File: config.mk
export PLATFORM = sky130hd
export DESIGN_NAME = fft_frame_feeder
export DESIGN_NICKNAME = d
export VERILOG_FILES = /design/src/rtl/fft_frame_feeder.sv
export SDC_FILE = /design/constraint.sdc
export NUM_CORES = 1
export LEC_CHECK = 0
export BUFFER_PORTS_ARGS = -buffer_cell sky130_fd_sc_hd__buf_2
export CAP_MARGIN = 0
export CORE_ASPECT_RATIO = 1.4
export CORE_MARGIN = 2
export CORE_UTILIZATION = 60
export DETAILED_ROUTE_END_ITERATION = 10
export PLACE_DENSITY = 0.81
export SYNTH_ARGS = -nofsm -noshare
export SYNTH_HDL_FRONTEND = slang
export SYNTH_SLANG_ARGS = --single-unit
File: constraint.sdc
create_clock -name i_clk -period 4.07 [get_ports i_clk]
set_input_delay 1.0175 -clock i_clk [delete_from_list [all_inputs] [get_ports i_clk]]
set_output_delay 1.0175 -clock i_clk [all_outputs]
set_load 0.02 [all_outputs]
File: src/rtl/fft_frame_feeder.sv
// Frame feeder between a non-stallable sample source and an AXI-Stream FFT input.
// Buffers samples in a small FWFT FIFO after configuration and marks frame boundaries with tlast.
module fft_frame_feeder #(
  parameter int DATA_W     = 32,
  parameter int FRAME_LEN  = 1024,
  parameter int FIFO_DEPTH = 16
) (
  input  logic              i_clk,
  input  logic              i_rst,
  input  logic              i_cfg_done,
  input  logic              i_sample_valid,
  input  logic [DATA_W-1:0] i_sample_data,
  output logic [DATA_W-1:0] o_m_axis_tdata,
  output logic              o_m_axis_tvalid,
  input  logic              i_m_axis_tready,
  output logic              o_m_axis_tlast,
  output logic              o_overflow,
  output logic [15:0]       o_frame_count,
  output logic              o_busy
);

  localparam int AW = $clog2(FIFO_DEPTH);
  localparam int IW = $clog2(FRAME_LEN);
  localparam logic [AW:0]   DEPTH_C    = (AW+1)'(FIFO_DEPTH);
  localparam logic [IW-1:0] LAST_IDX_C = IW'(FRAME_LEN - 1);

  typedef enum logic {WAIT_CFG = 1'b0, RUN = 1'b1} state_t;

  state_t            state_q, state_d;
  logic [AW-1:0]     wr_ptr_q, wr_ptr_d;
  logic [AW-1:0]     rd_ptr_q, rd_ptr_d;
  logic [AW:0]       cnt_q, cnt_d;
  logic [IW-1:0]     idx_q, idx_d;
  logic              ovf_q, ovf_d;
  logic [15:0]       fcnt_q, fcnt_d;
  logic [DATA_W-1:0] mem_q [FIFO_DEPTH];
  logic              full, wr_en, rd_en;

  // Full is judged on registered occupancy only, so a same-cycle read never makes room.
  always_comb begin
    full     = (cnt_q == DEPTH_C);
    rd_en    = (cnt_q != '0) && i_m_axis_tready;
    wr_en    = (state_q == RUN) && i_sample_valid && !full;
    state_d  = state_q;
    wr_ptr_d = wr_ptr_q;
    rd_ptr_d = rd_ptr_q;
    cnt_d    = cnt_q;
    idx_d    = idx_q;
    ovf_d    = ovf_q;
    fcnt_d   = fcnt_q;
    if (state_q == WAIT_CFG && i_cfg_done) state_d = RUN;
    if (wr_en) wr_ptr_d = wr_ptr_q + 1'b1;
    if (rd_en) begin
      rd_ptr_d = rd_ptr_q + 1'b1;
      idx_d    = idx_q + 1'b1;
      if (idx_q == LAST_IDX_C) fcnt_d = fcnt_q + 1'b1;
    end
    case ({wr_en, rd_en})
      2'b10:   cnt_d = cnt_q + 1'b1;
      2'b01:   cnt_d = cnt_q - 1'b1;
      default: cnt_d = cnt_q;
    endcase
    if (state_q == RUN && i_sample_valid && full) ovf_d = 1'b1;
  end

  always_ff @(posedge i_clk) begin
    if (i_rst) begin
      state_q  <= WAIT_CFG;
      wr_ptr_q <= '0;
      rd_ptr_q <= '0;
      cnt_q    <= '0;
      idx_q    <= '0;
      ovf_q    <= 1'b0;
      fcnt_q   <= '0;
    end else begin
      state_q  <= state_d;
      wr_ptr_q <= wr_ptr_d;
      rd_ptr_q <= rd_ptr_d;
      cnt_q    <= cnt_d;
      idx_q    <= idx_d;
      ovf_q    <= ovf_d;
      fcnt_q   <= fcnt_d;
    end
  end

  // Sample storage carries no reset; validity is tracked by the occupancy count.
  always_ff @(posedge i_clk) begin
    if (wr_en && !i_rst) mem_q[wr_ptr_q] <= i_sample_data;
  end

  assign o_m_axis_tdata  = mem_q[rd_ptr_q];
  assign o_m_axis_tvalid = (cnt_q != '0);
  assign o_m_axis_tlast  = (cnt_q != '0) && (idx_q == LAST_IDX_C);
  assign o_overflow      = ovf_q;
  assign o_frame_count   = fcnt_q;
  assign o_busy          = (state_q == RUN);

endmodule

==> qor.txt, run 1 <==
outcome -> finished clean
clock power share -> 37.4%
first-pass GRT wire length -> 69120 um
internal power -> 9.681 mW
post-route ant nets -> 0
Slew Limit Fails -> 0
top sig layer -> met5
Post-CTS Setup Bufs -> 0
Reg2Reg Depth -> 12
leading cell types in the layout, fill and taps excluded -> edfxtp_1 (512), mux4_2 (160), buf_2 (88)
final WL -> 47050 um
unrepaired setup endpoints after global routing -> false
proportion of layout cells with a drive suffix above 1 -> 33.01%
Yosys reg bits -> 557
clock tree root driver cell -> clkbuf_16
adder-cell area share of the yosys netlist -> 0.6455%
clk slew on worst S/H paths -> 0.07 ns
sequential share of the synthesized area -> 76.33%
antenna violations before repair -> 4
PD cells -> 517.8 mW/mm^2
DRT iter0 DRCs -> 1112
Final setup viols -> 0
Met2 Wirelength -> 24620 um
setup_tns -> 0 ns
Starting Density -> 60.98%
Synth Area in Simple Gates -> 3.005%
total net switching power -> 2.920 mW
Die Wd -> 163.3 um
Mapped Nets -> 1022
Slew @ Worst Pin -> 0.7672 ns
Placement Setup Slack -> 0.7708 ns
row cnt -> 81
Slew headroom -> 48.73%
combinational share of power -> 11.9%
Setup Skew -> 0.01683 ns
crit path time final -> 3.877 ns
final net count -> 1147
worst hold path class -> flop to flop
Clock Latency Late Sink -> 0.58 ns
clk sinks -> 557
die height -> 227.1 um
multiplexer share of the synthesized area -> 17.00%
Fmax achieved -> 257.9 MHz
DRC errors left -> 0
Max-Cap Viols -> 0
CP max FO -> 35
CP startpoint kind -> flop
Sequential Power Share -> 50.7%
Yosys cell types -> 37
I/O Buffers -> 88
wire length on met3 -> 3893 um
overall routing resource usage -> 26.20%
LEAKAGE -> 7.579 nW
DRT met1 WL -> 16910 um
CTS tree -> built
Inst Count DP -> 1504
Setup CP Type -> flop to output port
Final GP Congestion -> 0.7279
setup ws final -> 0.1928 ns
global route overflow -> 0
WL per Instance -> 29.52 um
htree depth -> 2
Setup crit end kind -> output port
area grow syn2layout -> 14.15%
hold depth -> 2
commonest non-fill, non-tap cell in the layout -> edfxtp_1
total core area -> 0.03496 mm^2
Synth Cell Area -> 0.02132 mm^2
Ys Warns -> 0
vias in the first global route -> 10720
Synth Area in XOR/XNOR -> 1.273%
Post-Layout Cell Count -> 1594
Syn Inst Count -> 974
post-DP HPWL -> 23860 um
Pre-Repair DR Iteration Count -> 5
cts bufs inserted -> 49
Tcrit/Tclk final -> 95.26%
via count -> 10400
DIE AREA -> 0.03708 mm^2
data arrival time of the worst path -> 2.86 ns
main combinational cell family by area after synthesis -> multiplexers
cts hold-fix bufs -> 0
Final Hold Fails -> 0
Compound-Gate Fraction of Synth Area -> 0.6866%
syn avg cell area -> 21.89 um^2
post-cts gate resize count -> 0
clk buf depth -> 3
Sw Share -> 23.17%
IO Pins -> 89
CP required -> 3.05 ns
largest net degree at the start of global routing -> 47
routed vias/inst -> 6.524
fillers -> 2025
worst vdd ir -> 540.6 uV
## worst max-delay path: stages, from the launching register on
cell and delay, ns:
dfxtp_4 0.73, buf_4 0.42, mux4_2 0.38, mux4_2 0.55
buf_2 0.19
## cells in the mapped netlist
cell type | count | area, um^2
ha_1 | 11 | 137.6
dfxtp_1 | 45 | 900.9
or3_1 | 7 | 43.79
a22oi_1 | 1 | 7.510
a21oi_1 | 11 | 55.05
mux4_2 | 160 | 3603
nor2b_1 | 3 | 18.77
nand4_1 | 5 | 31.28
o21ai_2 | 1 | 8.760
nand3b_1 | 1 | 7.510
nand2b_1 | 4 | 25.02
mux2_2 | 1 | 11.26
nand4_2 | 1 | 12.51
clkbuf_1 | 32 | 120.1
inv_1 | 6 | 22.52
nor3_1 | 8 | 40.04
nor3b_1 | 2 | 15.01
a21o_1 | 2 | 15.01
edfxtp_1 | 512 | 15370
inv_2 | 1 | 3.750
or4_1 | 1 | 7.510
and3_1 | 5 | 31.28
a211o_1 | 1 | 8.760
buf_2 | 15 | 75.07
buf_1 | 1 | 3.750
o21ai_1 | 1 | 5.000
nor2_1 | 52 | 195.2
and4_1 | 2 | 17.52
a41oi_1 | 1 | 8.760
xnor2_1 | 21 | 183.9
nor4_1 | 11 | 68.82
o21ai_0 | 5 | 25.02
nand3_1 | 8 | 40.04
xor2_1 | 10 | 87.58
o22ai_1 | 2 | 12.51
mux2i_1 | 1 | 10.01
nand2_1 | 23 | 86.33
## kinds of logic after synthesis
group | after synthesis
buffers and inverters | 55
AND/OR/NAND/NOR | 133
multiplexers | 162
AO/OA/AOI/OAI | 25
adder cells (fa/ha/maj) | 11
XOR/XNOR | 31
flip-flops | 557
## per-stage QoR
step	hold slack [ns]	utilization (%)	power [mW]	cell area [um^2]
global placement	0.4542	64.98	7.949	22720
finish	0.4771	69.61	12.60	24340
global route	0.4975	69.60	12.92	24340
floorplan	0.4536	-	7.553	21320
detailed placement	0.4651	64.98	7.988	22720
CTS	0.4823	69.59	12.65	24330
## final timing paths
kind	endpoint	from	slack [ns]
hold / removal	o_overflow	o_overflow	0.48
setup reg to reg	cnt_q[4]	cnt_q[1]	1.00
setup / recovery	o_m_axis_tdata[2]	flop	0.19
hold reg to reg	o_overflow	o_overflow	0.48
## power groups by stage
stage	clock [mW]	combinational (mW)	sequential, mW
2_1_floorplan	0	1.11	6.44
3_3_place_gp	0	1.44	6.51
3_5_place_dp	0	1.48	6.51
4_1_cts	4.76	1.51	6.39
5_1_grt	4.93	1.59	6.40
6_report	4.72	1.50	6.39
## layer usage
layer	global-route usage, %	vias to the layer above
met5	0	-
met4	9.335	4
met3	5.538	118
met2	44.55	577
met1	33.93	5404
li1	-	4296
## sequential cells by signal (all words and copies together), names as in the netlist, named ones only
name	flops
idx_q	10
o_overflow	1
cnt_q	5
rd_ptr_q	4
o_busy	1
mem_q	512
o_frame_count	16
wr_ptr_q	4
## layout make-up
cell class / count / area, um^2 / share of cell area [%]
Timing Repair Buffer: 122 / 920.9 / 3.784
Clock buffer: 60 / 1299 / 5.336
Sequential cell: 557 / 16290 / 66.91
Clock inverter: 28 / 315.3 / 1.295
Tap cell: 456 / 570.5 / 2.344
Multi-Input combinational cell: 362 / 4916 / 20.20
Inverter: 7 / 26.28 / 0.1080
Antenna cell: 2 / 5.005 / 0.02056
No activity file was read; power rests on OpenSTA's default activity.
==> run 2: changes to the inputs <==
RECOVER_POWER = 100   (was not set)
==> run 2 against run 1 <==
  * The flow now finishes with violations (max-capacitance violations, max-slew violations)
  * Worst hold slack improved by 0.0019 ns
  * Final area down 1.2%
  * Setup slack got worse by 0.023 ns
  * Critical path depth unchanged
  * Register-to-register slack got worse by 0.70 ns
  * Wire length down 0.38%
  * Count of clock-buffer cells in the layout did not move
==> qor.txt, run 2 (synthesized netlist as in run 1, its figures left out) <==
outcome -> finished, violations left
failing checks -> max-capacitance violations, max-slew violations
Slew Limit Fails -> 53
CP max FO -> 35
final WL -> 46870 um
Max-Cap Viols -> 4
Setup crit end kind -> output port
hold depth -> 2
worst vdd ir -> 534.4 uV
I/O Buffers -> 88
Inst Count DP -> 1504
commonest non-fill, non-tap cell in the layout -> edfxtp_1
htree depth -> 2
Crit Reg-Reg Endpoint -> mem_q[12][21]
overall routing resource usage -> 26.20%
first-pass GRT wire length -> 69120 um
proportion of layout cells with a drive suffix above 1 -> 25.18%
post-route ant nets -> 0
Die Wd -> 163.3 um
post-DP HPWL -> 23860 um
largest net degree at the start of global routing -> 47
Final GP Congestion -> 0.7279
FF-to-FF Start -> cnt_q[1]
Post-Layout Cell Count -> 1593
total core area -> 0.03496 mm^2
Final setup viols -> 0
grt peak-use layer -> met2
max FFs per register -> 512
Worst R2R Setup Slack -> 0.30 ns
Reg2Reg Depth -> 6
met2 usage -> 44.55%
DIE AREA -> 0.03708 mm^2
fillers -> 2108
Slew @ Worst Pin -> 1.841 ns
Clock Latency Late Sink -> 0.58 ns
Tcrit/Tclk final -> 95.83%
final net count -> 1147
Pre-Repair DR Iteration Count -> 5
DRT iter0 DRCs -> 1138
clock tree root driver cell -> clkbuf_16
area grow syn2layout -> 12.75%
DRC errors left -> 0
setup ws final -> 0.1696 ns
Placement Setup Slack -> 0.7708 ns
Final Power -> 12.55 mW
global route overflow -> 0
via count -> 10310
cts hold-fix bufs -> 0
Post-CTS Setup Bufs -> 0
die height -> 227.1 um
IO Pins -> 89
setup_tns -> 0 ns
clk slew on worst S/H paths -> 0.06 ns
data arrival time of the worst path -> 2.88 ns
GR Util met3 -> 5.538%
routed vias/inst -> 6.474
vias in the first global route -> 10720
finished layout cell area -> 0.02404 mm^2
row cnt -> 81
Final Hold Fails -> 0
Slew headroom -> -23.20%
Setup CP Type -> flop to output port
antenna violations before repair -> 2
met1 global-route usage -> 33.93%
cts bufs inserted -> 49
unrepaired setup endpoints after global routing -> false
WL per Instance -> 29.42 um
Fin Hold WS -> 0.4790 ns
worst hold path class -> flop to flop
final core utilization -> 68.75%
hold endpoint -> o_overflow
crit path time final -> 3.900 ns
post-cts gate resize count -> 0
Cell Area, Placed -> 0.02272 mm^2
CP required -> 3.05 ns
PD cells -> 522.1 mW/mm^2
leading cell types in the layout, fill and taps excluded -> edfxtp_1 (512), mux4_2 (160), clkbuf_1 (86)
Starting Density -> 60.98%
CP startpoint kind -> flop
Biggest register -> mem_q
clk sinks -> 557
HP Start -> o_overflow
Fmax achieved -> 256.4 MHz
CTS tree -> built
LEAKAGE -> 7.303 nW
Setup Skew -> 0.01383 ns
clk buf depth -> 3
run 2: changes by cell type in the layout (fill, tap and decap cells not counted), sizes merged:
cell    before  now
clkbuf      60  156
diode        2    1
buf        122   26
run 2: worst max-delay path by stage:
stage	cells past startpoint	startpoint	end	slack, ns
6_report	4	flop	o_m_axis_tdata[2]	0.17
5_1_grt	6	cnt_q[1]	mem_q[12][23]	0.04
4_1_cts	4	flop	o_m_axis_tdata[7]	0.13
3_5_place_dp	13	i_sample_valid	cnt_q[4]	0.77
3_3_place_gp	4	flop	o_m_axis_tdata[27]	0.82
2_1_floorplan	5	i_sample_valid	mem_q[12][0]	0.58
run 2: metal layers:
layer	vias to the layer above	part of all wire, %
met5	-	0.062
met1	5362	36
met3	121	8.2
met4	4	3.4
met2	532	52
li1	4294	-
run 2: power by group:
part           total [mW]  internal, mW  switching (mW)
Sequential           6.39          6.29          0.0967
Combinational        1.45         0.693           0.757
Clock                4.71          2.66            2.05
Total                12.6          9.65            2.91
run 2: area by class of cell:
cell class,count,area [um^2],area share (%)
multi-input combinational,362,4857,20.21
antenna,1,2.502,0.01041
timing repair buffer,122,683.2,2.842
inverter,7,26.28,0.1093
sequential,557,16290,67.75
clock buffer,60,1299,5.403
tap,456,570.5,2.373
clock inverter,28,315.3,1.312
run 2: critical path: stages (launching register included):
cell      delay [ns]
dfxtp_4         0.75
buf_4           0.42
mux4_2          0.38
mux4_2          0.55
clkbuf_1        0.20
==> run 3: changes to the inputs <==
BUFFER_PORTS_ARGS = not set   (was -buffer_cell sky130_fd_sc_hd__buf_2)
DONT_BUFFER_PORTS = 1   (was not set)
PLACE_DENSITY = 0.79   (was 0.81)
==> run 3 against run 2 <==
  * The run still ends with max-capacitance violations, max-slew violations left
  * Setup slack improved by 0.14 ns
  * Critical path depth fell by 1
  * Count of clock-buffer cells in the layout fell by 6
  * Combinational power fell by 11%
  * Global-route usage fell by 0.93 points
  * Final area fell by 2.0%
  * Utilization fell by 1.4 points
  * Critical path type unchanged
  * Critical endpoint is now o_m_axis_tdata[29]
  * Highest routed layer is now met4
==> qor.txt, run 3 (synthesized netlist as in run 1, its figures left out) <==
Fmax achieved -> 266.2 MHz
Starting Density -> 60.98%
max FFs per register -> 512
Biggest register -> mem_q
DRC errors left -> 0
Final GP Congestion -> 0.7112
cts hold-fix bufs -> 0
final net count -> 1059
clk slew on worst S/H paths -> 0.07 ns
Cell Area, Placed -> 0.02218 mm^2
Inst Count DP -> 1416
Post-CTS Setup Bufs -> 0
htree depth -> 2
row cnt -> 81
Worst R2R Setup Slack -> 0.43 ns
DIE AREA -> 0.03708 mm^2
worst vdd ir -> 329.4 uV
antenna violations before repair -> 0
Setup Skew -> 0.01437 ns
largest net degree at the start of global routing -> 70
WL per Instance -> 29.83 um
finished layout cell area -> 0.02356 mm^2
CTS tree -> built
Final Hold Fails -> 0
overall routing resource usage -> 25.28%
Slew Limit Fails -> 19
FF-to-FF Start -> cnt_q[1]
Max-Cap Viols -> 1
hold endpoint -> idx_q[1]
Final Power -> 12.26 mW
Tcrit/Tclk final -> 92.30%
final core utilization -> 67.38%
die height -> 227.1 um
Clock Latency Late Sink -> 0.55 ns
clock tree root driver cell -> clkbuf_16
Pre-Repair DR Iteration Count -> 5
CP startpoint kind -> flop
clk buf depth -> 3
Placement Setup Slack -> 0.8311 ns
vias in the first global route -> 10350
Final setup viols -> 0
total core area -> 0.03496 mm^2
routed vias/inst -> 6.535
I/O Buffers -> 0
Post-Layout Cell Count -> 1504
Fin Hold WS -> 0.4692 ns
post-cts gate resize count -> 0
unrepaired setup endpoints after global routing -> false
final WL -> 44860 um
Crit Reg-Reg Endpoint -> mem_q[4][26]
setup ws final -> 0.3133 ns
first-pass GRT wire length -> 66740 um
Slew @ Worst Pin -> 1.544 ns
DRT iter0 DRCs -> 902
CP required -> 3.05 ns
area grow syn2layout -> 10.49%
Reg2Reg Depth -> 6
IO Pins -> 89
cts bufs inserted -> 49
global route overflow -> 0
HP Start -> idx_q[1]
Setup CP Type -> flop to output port
clk sinks -> 557
Slew headroom -> -2.944%
Die Wd -> 163.3 um
LEAKAGE -> 7.107 nW
hold depth -> 2
post-route ant nets -> 0
leading cell types in the layout, fill and taps excluded -> edfxtp_1 (512), mux4_2 (160), clkbuf_16 (49)
commonest non-fill, non-tap cell in the layout -> edfxtp_1
via count -> 9828
Setup crit end kind -> output port
setup_tns -> 0 ns
post-DP HPWL -> 23520 um
CP max FO -> 18
ANT cells -> 0
crit path time final -> 3.757 ns
proportion of layout cells with a drive suffix above 1 -> 25.38%
worst hold path class -> flop to flop
failing checks -> max-capacitance violations, max-slew violations
data arrival time of the worst path -> 2.74 ns
PD cells -> 520.2 mW/mm^2
outcome -> finished, violations left
==> run 3: changes by cell type in the layout (fill, tap and decap cells not counted), moves of 2 or more <==
cell and change:
clkbuf_1 -67, buf_4 -2, buf_12 -6, clkinv_2 +8
clkbuf_2 -7, buf_2 -10
==> run 3: routing by layer <==
layer  part of all wire (%)  GRT usage, %  vias to the layer above
met5                      0             0                        -
met3                    7.0         4.919                       62
li1                       -             -                     4104
met1                     37         32.51                     5240
met2                     54         44.36                      422
met4                    2.4         7.165                        0
==> run 3: cell type report <==
type,count,area [um^2]
clock buffer,54,1245
clock inverter,34,345.3
fill,2113,11410
inverter,7,26.28
multi-input combinational,362,4858
sequential,557,16290
tap,456,570.5
timing repair buffer,34,226.5
==> run 3: critical path, stage by stage (launching register included) <==
cell	delay [ns]
dfxtp_4	0.38
clkbuf_2	0.59
mux4_2	0.61
mux4_2	0.59
==> run 3: report_power, final <==
group          switching (mW)  internal [mW]  leakage [nW]
logic                   0.662          0.626          1.36
clock network            1.95           2.65         0.780
registers              0.0736           6.29          4.97
total                    2.69           9.57          7.11
==> run 3: how the worst max path moves through the flow <==
stage	start	end	slack, ns	cells past startpoint
after CTS	flop	o_m_axis_tdata[7]	0.34	3
after floorplan	i_sample_valid	mem_q[12][0]	0.58	5
after detailed placement	i_sample_valid	cnt_q[4]	0.83	12
final	flop	o_m_axis_tdata[29]	0.31	3
after global placement	i_sample_valid	cnt_q[4]	0.92	12
after global routing	flop	o_m_axis_tdata[29]	0.16	3
